<file path="config.mk">
export PLATFORM = sky130hd
export DESIGN_NAME = ps2_host_tx
export DESIGN_NICKNAME = d
export VERILOG_FILES = /design/src/rtl/ps2_host_tx.sv
export SDC_FILE = /design/constraint.sdc
export NUM_CORES = 1
export LEC_CHECK = 0
export ABC_AREA = 0
export BUFFER_PORTS_ARGS = -buffer_cell sky130_fd_sc_hd__buf_2
export CORE_ASPECT_RATIO = 0.5
export CORE_UTILIZATION = 45
export DETAILED_ROUTE_END_ITERATION = 8
export PLACE_DENSITY = 0.74
export SLEW_MARGIN = 10
export SYNTH_ARGS = -nofsm -noshare
export SYNTH_HDL_FRONTEND = slang
export SYNTH_SLANG_ARGS = --single-unit
</file>
<file path="constraint.sdc">
create_clock -name cclk -period 2.3 [get_ports cclk]
set_input_delay 0.345 -clock cclk [delete_from_list [all_inputs] [get_ports cclk]]
set_output_delay 0.345 -clock cclk [all_outputs]
set_load 0.05 [all_outputs]
</file>
<file path="src/rtl/ps2_host_tx.sv">
// PS/2 host-to-device transmitter: takes one command byte from a SPAM write and clocks it
// out to the keyboard through open-drain clock/data enables, reporting ack, error or drop.
module ps2_host_tx #(
    parameter int                   SPAM_ADDR_HI      = 23,
    parameter int                   SPAM_DATA_HI      = 31,
    parameter int                   SPAM_DID_HI       = 3,
    parameter logic [SPAM_DID_HI:0] SPAM_DID_KEYBOARD = 4'h2,
    parameter logic [SPAM_ADDR_HI:0] SPAM_ADDRPFX     = 24'h000000,
    parameter logic [SPAM_ADDR_HI:0] SPAM_ADDRMASK    = 24'h000000,
    parameter int                   INHIBIT_CYCLES    = 5000,
    parameter int                   START_CYCLES      = 16,
    parameter int                   TIMEOUT_CYCLES    = 1000000
) (
    input  logic                    cclk,
    input  logic                    cclk_rst_b,
    input  logic                    ps2clk,
    input  logic                    ps2data,
    output logic                    ps2clk_oe,
    output logic                    ps2data_oe,
    input  logic                    spamo_valid,
    input  logic                    spamo_r_nw,
    input  logic [SPAM_DID_HI:0]    spamo_did,
    input  logic [SPAM_ADDR_HI:0]   spamo_addr,
    input  logic [SPAM_DATA_HI:0]   spamo_data,
    output logic                    ps2tx__spami_busy_b,
    output logic [SPAM_DATA_HI:0]   ps2tx__spami_data,
    output logic                    tx_active,
    output logic                    tx_done,
    output logic                    tx_err,
    output logic                    tx_drop
);

    localparam int CNT_MAX_A = (INHIBIT_CYCLES > START_CYCLES) ? INHIBIT_CYCLES : START_CYCLES;
    localparam int CNT_MAX   = (CNT_MAX_A > TIMEOUT_CYCLES) ? CNT_MAX_A : TIMEOUT_CYCLES;
    localparam int CNT_W     = $clog2(CNT_MAX + 1);

    typedef enum logic [2:0] {
        S_IDLE,
        S_INHIBIT,
        S_START,
        S_SHIFT,
        S_ACK,
        S_WAIT_IDLE
    } state_t;

    state_t           state;
    logic [CNT_W-1:0] cnt;
    logic [3:0]       bit_cnt;
    logic [9:0]       shreg;

    logic clk_meta, clk_sync, clk_sync_1a;
    logic data_meta, data_sync;
    logic clk_fall;
    logic wr_hit;
    logic unused_data;

    assign unused_data       = ^spamo_data[SPAM_DATA_HI:8];
    assign ps2tx__spami_data = '0;
    assign tx_active         = (state != S_IDLE);

    // Pin synchronisers; clk_sync_1a is the synchronised clock one cycle older
    always_ff @(posedge cclk or negedge cclk_rst_b) begin
        if (!cclk_rst_b) begin
            clk_meta    <= 1'b0;
            clk_sync    <= 1'b0;
            clk_sync_1a <= 1'b0;
            data_meta   <= 1'b0;
            data_sync   <= 1'b0;
        end else begin
            clk_meta    <= ps2clk;
            clk_sync    <= clk_meta;
            clk_sync_1a <= clk_sync;
            data_meta   <= ps2data;
            data_sync   <= data_meta;
        end
    end

    assign clk_fall = clk_sync_1a & ~clk_sync;
    assign wr_hit   = spamo_valid & ~spamo_r_nw & (spamo_did == SPAM_DID_KEYBOARD) &
                      ((spamo_addr & SPAM_ADDRMASK) == SPAM_ADDRPFX);

    always_ff @(posedge cclk or negedge cclk_rst_b) begin
        if (!cclk_rst_b) begin
            state               <= S_IDLE;
            cnt                 <= '0;
            bit_cnt             <= '0;
            shreg               <= '0;
            ps2clk_oe           <= 1'b0;
            ps2data_oe          <= 1'b0;
            ps2tx__spami_busy_b <= 1'b0;
            tx_done             <= 1'b0;
            tx_err              <= 1'b0;
            tx_drop             <= 1'b0;
        end else begin
            ps2tx__spami_busy_b <= wr_hit;
            tx_done             <= 1'b0;
            tx_err              <= 1'b0;
            tx_drop             <= wr_hit & (state != S_IDLE);

            case (state)
                S_IDLE: begin
                    ps2clk_oe  <= 1'b0;
                    ps2data_oe <= 1'b0;
                    if (wr_hit) begin
                        // Frame after the start bit: byte LSB first, odd parity, stop
                        shreg     <= {1'b1, ~^spamo_data[7:0], spamo_data[7:0]};
                        cnt       <= '0;
                        ps2clk_oe <= 1'b1;
                        state     <= S_INHIBIT;
                    end
                end
                S_INHIBIT: begin
                    if (cnt == CNT_W'(INHIBIT_CYCLES - 1)) begin
                        cnt        <= '0;
                        ps2data_oe <= 1'b1;
                        state      <= S_START;
                    end else begin
                        cnt <= cnt + 1'b1;
                    end
                end
                S_START: begin
                    if (cnt == CNT_W'(START_CYCLES - 1)) begin
                        cnt       <= '0;
                        bit_cnt   <= '0;
                        ps2clk_oe <= 1'b0;
                        state     <= S_SHIFT;
                    end else begin
                        cnt <= cnt + 1'b1;
                    end
                end
                S_SHIFT: begin
                    // Timeout takes priority over a coincident clock edge
                    if (cnt == CNT_W'(TIMEOUT_CYCLES - 1)) begin
                        ps2clk_oe  <= 1'b0;
                        ps2data_oe <= 1'b0;
                        tx_err     <= 1'b1;
                        state      <= S_WAIT_IDLE;
                    end else begin
                        cnt <= cnt + 1'b1;
                        if (clk_fall) begin
                            ps2data_oe <= ~shreg[0];
                            shreg      <= {1'b0, shreg[9:1]};
                            bit_cnt    <= bit_cnt + 1'b1;
                            if (bit_cnt == 4'd9) begin
                                state <= S_ACK;
                            end
                        end
                    end
                end
                S_ACK: begin
                    ps2data_oe <= 1'b0;
                    if (cnt == CNT_W'(TIMEOUT_CYCLES - 1)) begin
                        ps2clk_oe <= 1'b0;
                        tx_err    <= 1'b1;
                        state     <= S_WAIT_IDLE;
                    end else begin
                        cnt <= cnt + 1'b1;
                        if (clk_fall) begin
                            tx_done <= ~data_sync;
                            tx_err  <= data_sync;
                            state   <= S_WAIT_IDLE;
                        end
                    end
                end
                S_WAIT_IDLE: begin
                    ps2clk_oe  <= 1'b0;
                    ps2data_oe <= 1'b0;
                    if (clk_sync && data_sync) begin
                        state <= S_IDLE;
                    end
                end
                default: begin
                    ps2clk_oe  <= 1'b0;
                    ps2data_oe <= 1'b0;
                    state      <= S_IDLE;
                end
            endcase
        end
    end

endmodule

</file>
-- Word-level counts from Yosys, hierarchy flattened
Index checks and enable logic that the tools add are counted.
- output and inout port bits: 39
- logic and storage cells: 100
- register bits after elaboration: 48
- input bits: 66
- mux-type cells: 38
- eq/ne operators: 21
- add/subtract/negate cells: 2
- reductions and logical operators: 14
- bitwise gates (word level): 10
- operators by type and width (operator ; count):
    20-bit 2-to-1 mux ; 4
    20-bit one-hot mux with 4 select lines ; 1
    10-bit 2-to-1 mux ; 3
    3-bit 2-to-1 mux ; 9
    20-bit by 1-bit adder with 20-bit output (second input constant) ; 1
    20-bit by 13-bit == test with 1-bit output (second input constant) ; 1
    20-bit == test (second input constant) ; 1
    20-bit by 4-bit == test with 1-bit output (second input constant) ; 1
    10-bit one-hot mux with 2 select lines ; 1
    3-bit one-hot mux with 6 select lines ; 1
    2-bit != test (second input constant) ; 7
    1-bit 2-to-1 mux ; 12
    4-bit 2-to-1 mux ; 3
    3-bit != test (second input constant) ; 3
    3-bit AND reduction ; 3
    4-bit one-hot mux with 2 select lines ; 1
    4-bit AND reduction ; 2
    8-bit XNOR reduction ; 1
    7-bit AND reduction ; 1
    3-bit by 2-bit == test with 1-bit output (second input constant) ; 2
    3-bit == test (second input constant) ; 2
    1-bit inverter ; 6
    4-bit by 1-bit adder with 4-bit output (second input constant) ; 1
    1-bit AND ; 4
    13 further kinds ; 14

-- Depth between registers and ports, before layout
- depth after elaboration: 5
- depth in mapped cells: 10
- gate-level depth less buffers: 8

-- Least setup slack after synthesis
Ideal clock, no wire load.
- kind: register to register
- start: register cnt[10]
- end: register shreg[8]
- path buffers: 2
- cell stages (with the launch flop): 8
- library setup time: 125 ps
- arrival time: 2310 ps
- period minus slack after synthesis: 2434 ps
- required time: 2175 ps
- path slack: -134 ps
- cell sequence: dfrtp_1 > or4_4 > nor4_2 > a311o_1 > buf_2 > and2_1 > clkbuf_1 > mux2_2
- longest elaborated chain between the ends: 3
- ends and longest elaborated chain (what ; line ; text):
    from (decl) ; 47 ; logic [CNT_W-1:0] cnt;
    from (signal assigned) ; 118 ; cnt <= cnt + 1'b1;
    from (signal assigned) ; 128 ; cnt <= cnt + 1'b1;
    from (signal assigned) ; 139 ; cnt <= cnt + 1'b1;
    20-bit == test ; 133 ; if (cnt == CNT_W'(TIMEOUT_CYCLES - 1)) begin
    2-bit != test (no line) ; - ;
    4-bit AND reduction (no line) ; - ;
    to (signal assigned) ; 106 ; shreg <= {1'b1, ~^spamo_data[7:0], spamo_data[7:0]};
    to (signal assigned) ; 142 ; shreg <= {1'b0, shreg[9:1]};
    to (decl) ; 49 ; logic [9:0] shreg;
Every way passes these cells.
A chain may end at the register's enable or synchronous reset.

-- Worst setup path after layout
- start: register cnt[10]
- end: register state[1]
- longest elaborated chain between the ends: 3
- elaborated cells on any way between the ends: 12
- those cells by class: eq/ne (8); mux (3); reduce/logical (1)
- ends and longest elaborated chain (what ; line ; text):
    20-bit == test, or another cell as far along ; 133, 152 ;
    3-bit != test (no line), or another cell as far along ; - ;
    7-bit AND reduction (no line) or 3-bit one-hot mux with 6 select lines (tied branches) ; - ;
    to (signal assigned) ; 137 ; state <= S_WAIT_IDLE;
    to (signal assigned) ; 155 ; state <= S_WAIT_IDLE;
    to (signal assigned) ; 161 ; state <= S_WAIT_IDLE;
    to (decl) ; 46 ; state_t state;
Several ways; a longest one is shown, not always the timed one.

==> results.py <==
metrics = {
    "synthesis": {
        "ys.flop_type": "dfrtp_1",
        "synth_top_cell_by_area": "dfrtp_1",
        "postSynthCellCount": 294,
        "async_flop_share_pct": 100,
        "synth_cell_type_count": 55,
        "synth_seq_area_share_pct": 43.0,
        "synthTopCellsByArea": "dfrtp_1 (43%), buf_4 (8.9%), nand2_1 (4.2%), xor2_1 (3.4%), mux2i_1 (3.2%)",
        "syn_area_per_cell_um2": 9.51,
        "ys_warn_count": 0,
        "synth-seq-cells": 48,
        "synth_edf_count": 0,
        "synthesis.area_mm2": 0.00280,
        "synth_top_area_share_pct": 43.0,
    },
    "setup_path": {
        "critPathSlowestCell": "or4_4",
        "cp-start-kind": "flop",
        "cp.arrival_ps": 2520,
        "r2r_cells": 6,
        "critPathBufInv": 0,
        "worst-path-stages": 6,
        "path_class": "reg -> reg",
        "crit_family": "simple AND/OR/NAND/NOR gates",
        "critPathMaxFanout": 3,
        "crit_chain": "or4_4 > or3_4 > o31a_1 > nor2_2 > nand3_2 > mux2_2",
        "rr_endpoint": "state[1]",
        "end_kind": "flop",
        "r2r-start": "cnt[10]",
        "cp_slowest_stage_delay_ps": 570,
        "reg2reg_slack_ps": -50,
        "crit_required_ps": 2470,
    },
    "clock_network": {
        "cts_tree": "done",
        "htree_levels": 2,
        "cts-root-buf": "clkbuf_16",
        "worstSkewPairLatency_ps": 290,
        "numCtsBuffers": 5,
        "cts.sinks": 48,
        "cts_max_path_buffers": 2,
        "clk_pin_slew_ps": 60,
        "hold_buffers": 0,
    },
    "route": {
        "detail_route.wirelength_mm": 5.77,
        "vias": 2219,
        "drtPass1Iterations": 4,
        "wl_per_cell_um": 13.7,
        "drcViolationCount": 0,
        "drtAntennaViolNets": 0,
        "drt_iter0_markers": 157,
        "via_per_inst": 5.27,
    },
    "floorplan": {
        "placementRows": 19,
        "core_mm2": 0.00573,
        "ioPinCount": 105,
        "fp.dieW_um": 113,
        "die_y_um": 57.7,
        "die-area_mm2": 0.00655,
        "initial_utilization_pct": 48.8,
    },
    "sta": {
        "fmax_mhz": 426,
        "setup_ws_ps": -46.4,
        "setup_tns_ps": -475,
        "finalClockSkew_ps": 4.87,
        "tightest_slew_ps": 606,
        "finalHoldViolations": 0,
        "finalMaxSlewViolations": 0,
        "hold_ws_ps": 147,
        "grt_setup_unrepaired": "true",
        "setup_viol_count_final": 22,
        "layout_worst_path_cycle_share_pct": 102,
        "max_slew_margin_pct": 59.6,
        "period_needed_ps": 2350,
    },
    "min_path": {
        "hp-class": "in -> async",
    },
    "final_layout": {
        "diodes": 0,
        "fin_area_mm2": 0.00321,
        "drive_above_1_share_pct": 22.6,
        "final_cell_mix": "dfrtp_1 (48), conb_1 (32), nand2_1 (31)",
        "layout_commonest_cell": "dfrtp_1",
        "fin_nets": 405,
        "fin_util_pct": 56.0,
        "syn2layout_area_growth_pct": 14.8,
        "fillers": 476,
    },
    "run": {
        "max-cap-violations": 0,
    },
    "global_routing": {
        "grt-ovfl-total": 0,
        "grt_first_pass_wirelength_mm": 9.96,
        "grt_usage_pct": 19.6,
        "grt_max_degree": 49,
        "antenna_found_initial": 0,
        "grt_pass1_vias": 2164,
    },
    "placement": {
        "port_buffers": 24,
        "place_area_mm2": 0.00303,
        "hpwl_mm": 4.24,
        "place.gp.congestion": 0.878,
    },
    "status": {
        "violations": "negative setup slack",
        "status": "complete, but fails checks",
    },
    "pwr": {
        "power.density_mw_per_mm2": 556,
        "peakVddDrop_v": 0.000291,
        "cellLeakagePower_nw": 1.50,
    },
}
timing repair:
action / 4_1_cts / 5_1_grt
cloned: 0 / 0
buffers inserted: 0 / 0
resized for setup: 4 / 7
pin swaps: 2 / 3
endpoints found under the setup margin: 19 / 26
logic make-up after synthesis:
kind of cell / after synthesis / share of synthesized area (%)
other cells: 1 / 0.134
fa+ha+maj: 3 / 1.34
compound gates: 46 / 11.4
buf+inv: 48 / 11.2
simple gates: 118 / 22.9
xor+xnor: 18 / 5.64
mux: 12 / 4.43
flops: 48 / 43.0
routing by layer:
metal  track usage (%)  vias to the layer above  share of wire, %
li1                  -                     1063                 -
met1              23.8                     1072                45
met2              34.1                       76                48
met3              4.60                        8               5.1
met4              9.02                        0               1.5
met5                 0                        -                 0
flip-flops by register name, summed over array words and instances (netlist names):
name / flops
ps2tx__spami_busy_b: 1
tx_drop: 1
tx_err: 1
clk_meta: 1
data_sync: 1
clk_sync_1a: 1
state: 3
ps2clk_oe: 1
data_meta: 1
tx_done: 1
clk_sync: 1
bit_cnt: 4
ps2data_oe: 1
shreg: 10
cnt: 20
how the worst max path moves through the flow:
stage / startpoint / end / slack, ps
finish: cnt[10] / state[1] / -50
global route: cnt[10] / cnt[8] / -100
CTS: cnt[10] / cnt[7] / -40
detailed placement: cnt[10] / bit_cnt[1] / -110
global placement: cnt[10] / cnt[0] / -50
floorplan: cnt[10] / cnt[10] / -60
cells in the mapped netlist, types with 2 or more instances:
| library cell | instances |
|---|---|
| dfrtp_1 | 48 |
| buf_4 | 33 |
| nand2_1 | 31 |
| nor2_1 | 21 |
| nand3_1 | 18 |
| o21ai_0 | 12 |
| xor2_1 | 11 |
| mux2i_1 | 9 |
| a21oi_1 | 8 |
| inv_1 | 8 |
| xnor2_1 | 7 |
| nor3_1 | 6 |
| o31ai_1 | 6 |
| or4_1 | 6 |
| clkbuf_1 | 5 |
| or3_1 | 5 |
| and3_1 | 4 |
| nand4_1 | 4 |
| and2_1 | 3 |
| ha_1 | 3 |
| mux2_2 | 3 |
| nor2b_1 | 3 |
| a211oi_1 | 2 |
| a22o_1 | 2 |
| and4_1 | 2 |
| nand3b_1 | 2 |
| nor4_1 | 2 |
| o31a_1 | 2 |
| or3b_2 | 2 |
power by group:
| group | switching (mW) | internal [mW] |
|---|---|---|
| combinational | 0.164 | 0.0442 |
| sequential | 0.00589 | 0.854 |
| clock | 0.315 | 0.401 |
| total | 0.485 | 1.30 |
metrics by stage:
stage               cells  setup slack, ps  total power [mW]
floorplan             325            -61.1              1.07
global placement      413            -51.6              1.08
detailed placement    413             -111              1.08
CTS                   421            -39.1              1.80
global route          421             -103              1.85
finish                421            -46.4              1.78
final cells by class:
class	count	area (µm²)	area share, %
flip-flops and latches	48	1200	37.4
repair buffers	44	278	8.65
clock inverters	3	18.8	0.585
inverters	8	30.0	0.936
multi-input cells	229	1450	45.2
clock buffers	5	125	3.90
well taps	84	105	3.27
(Power assumes the default switching activity.)
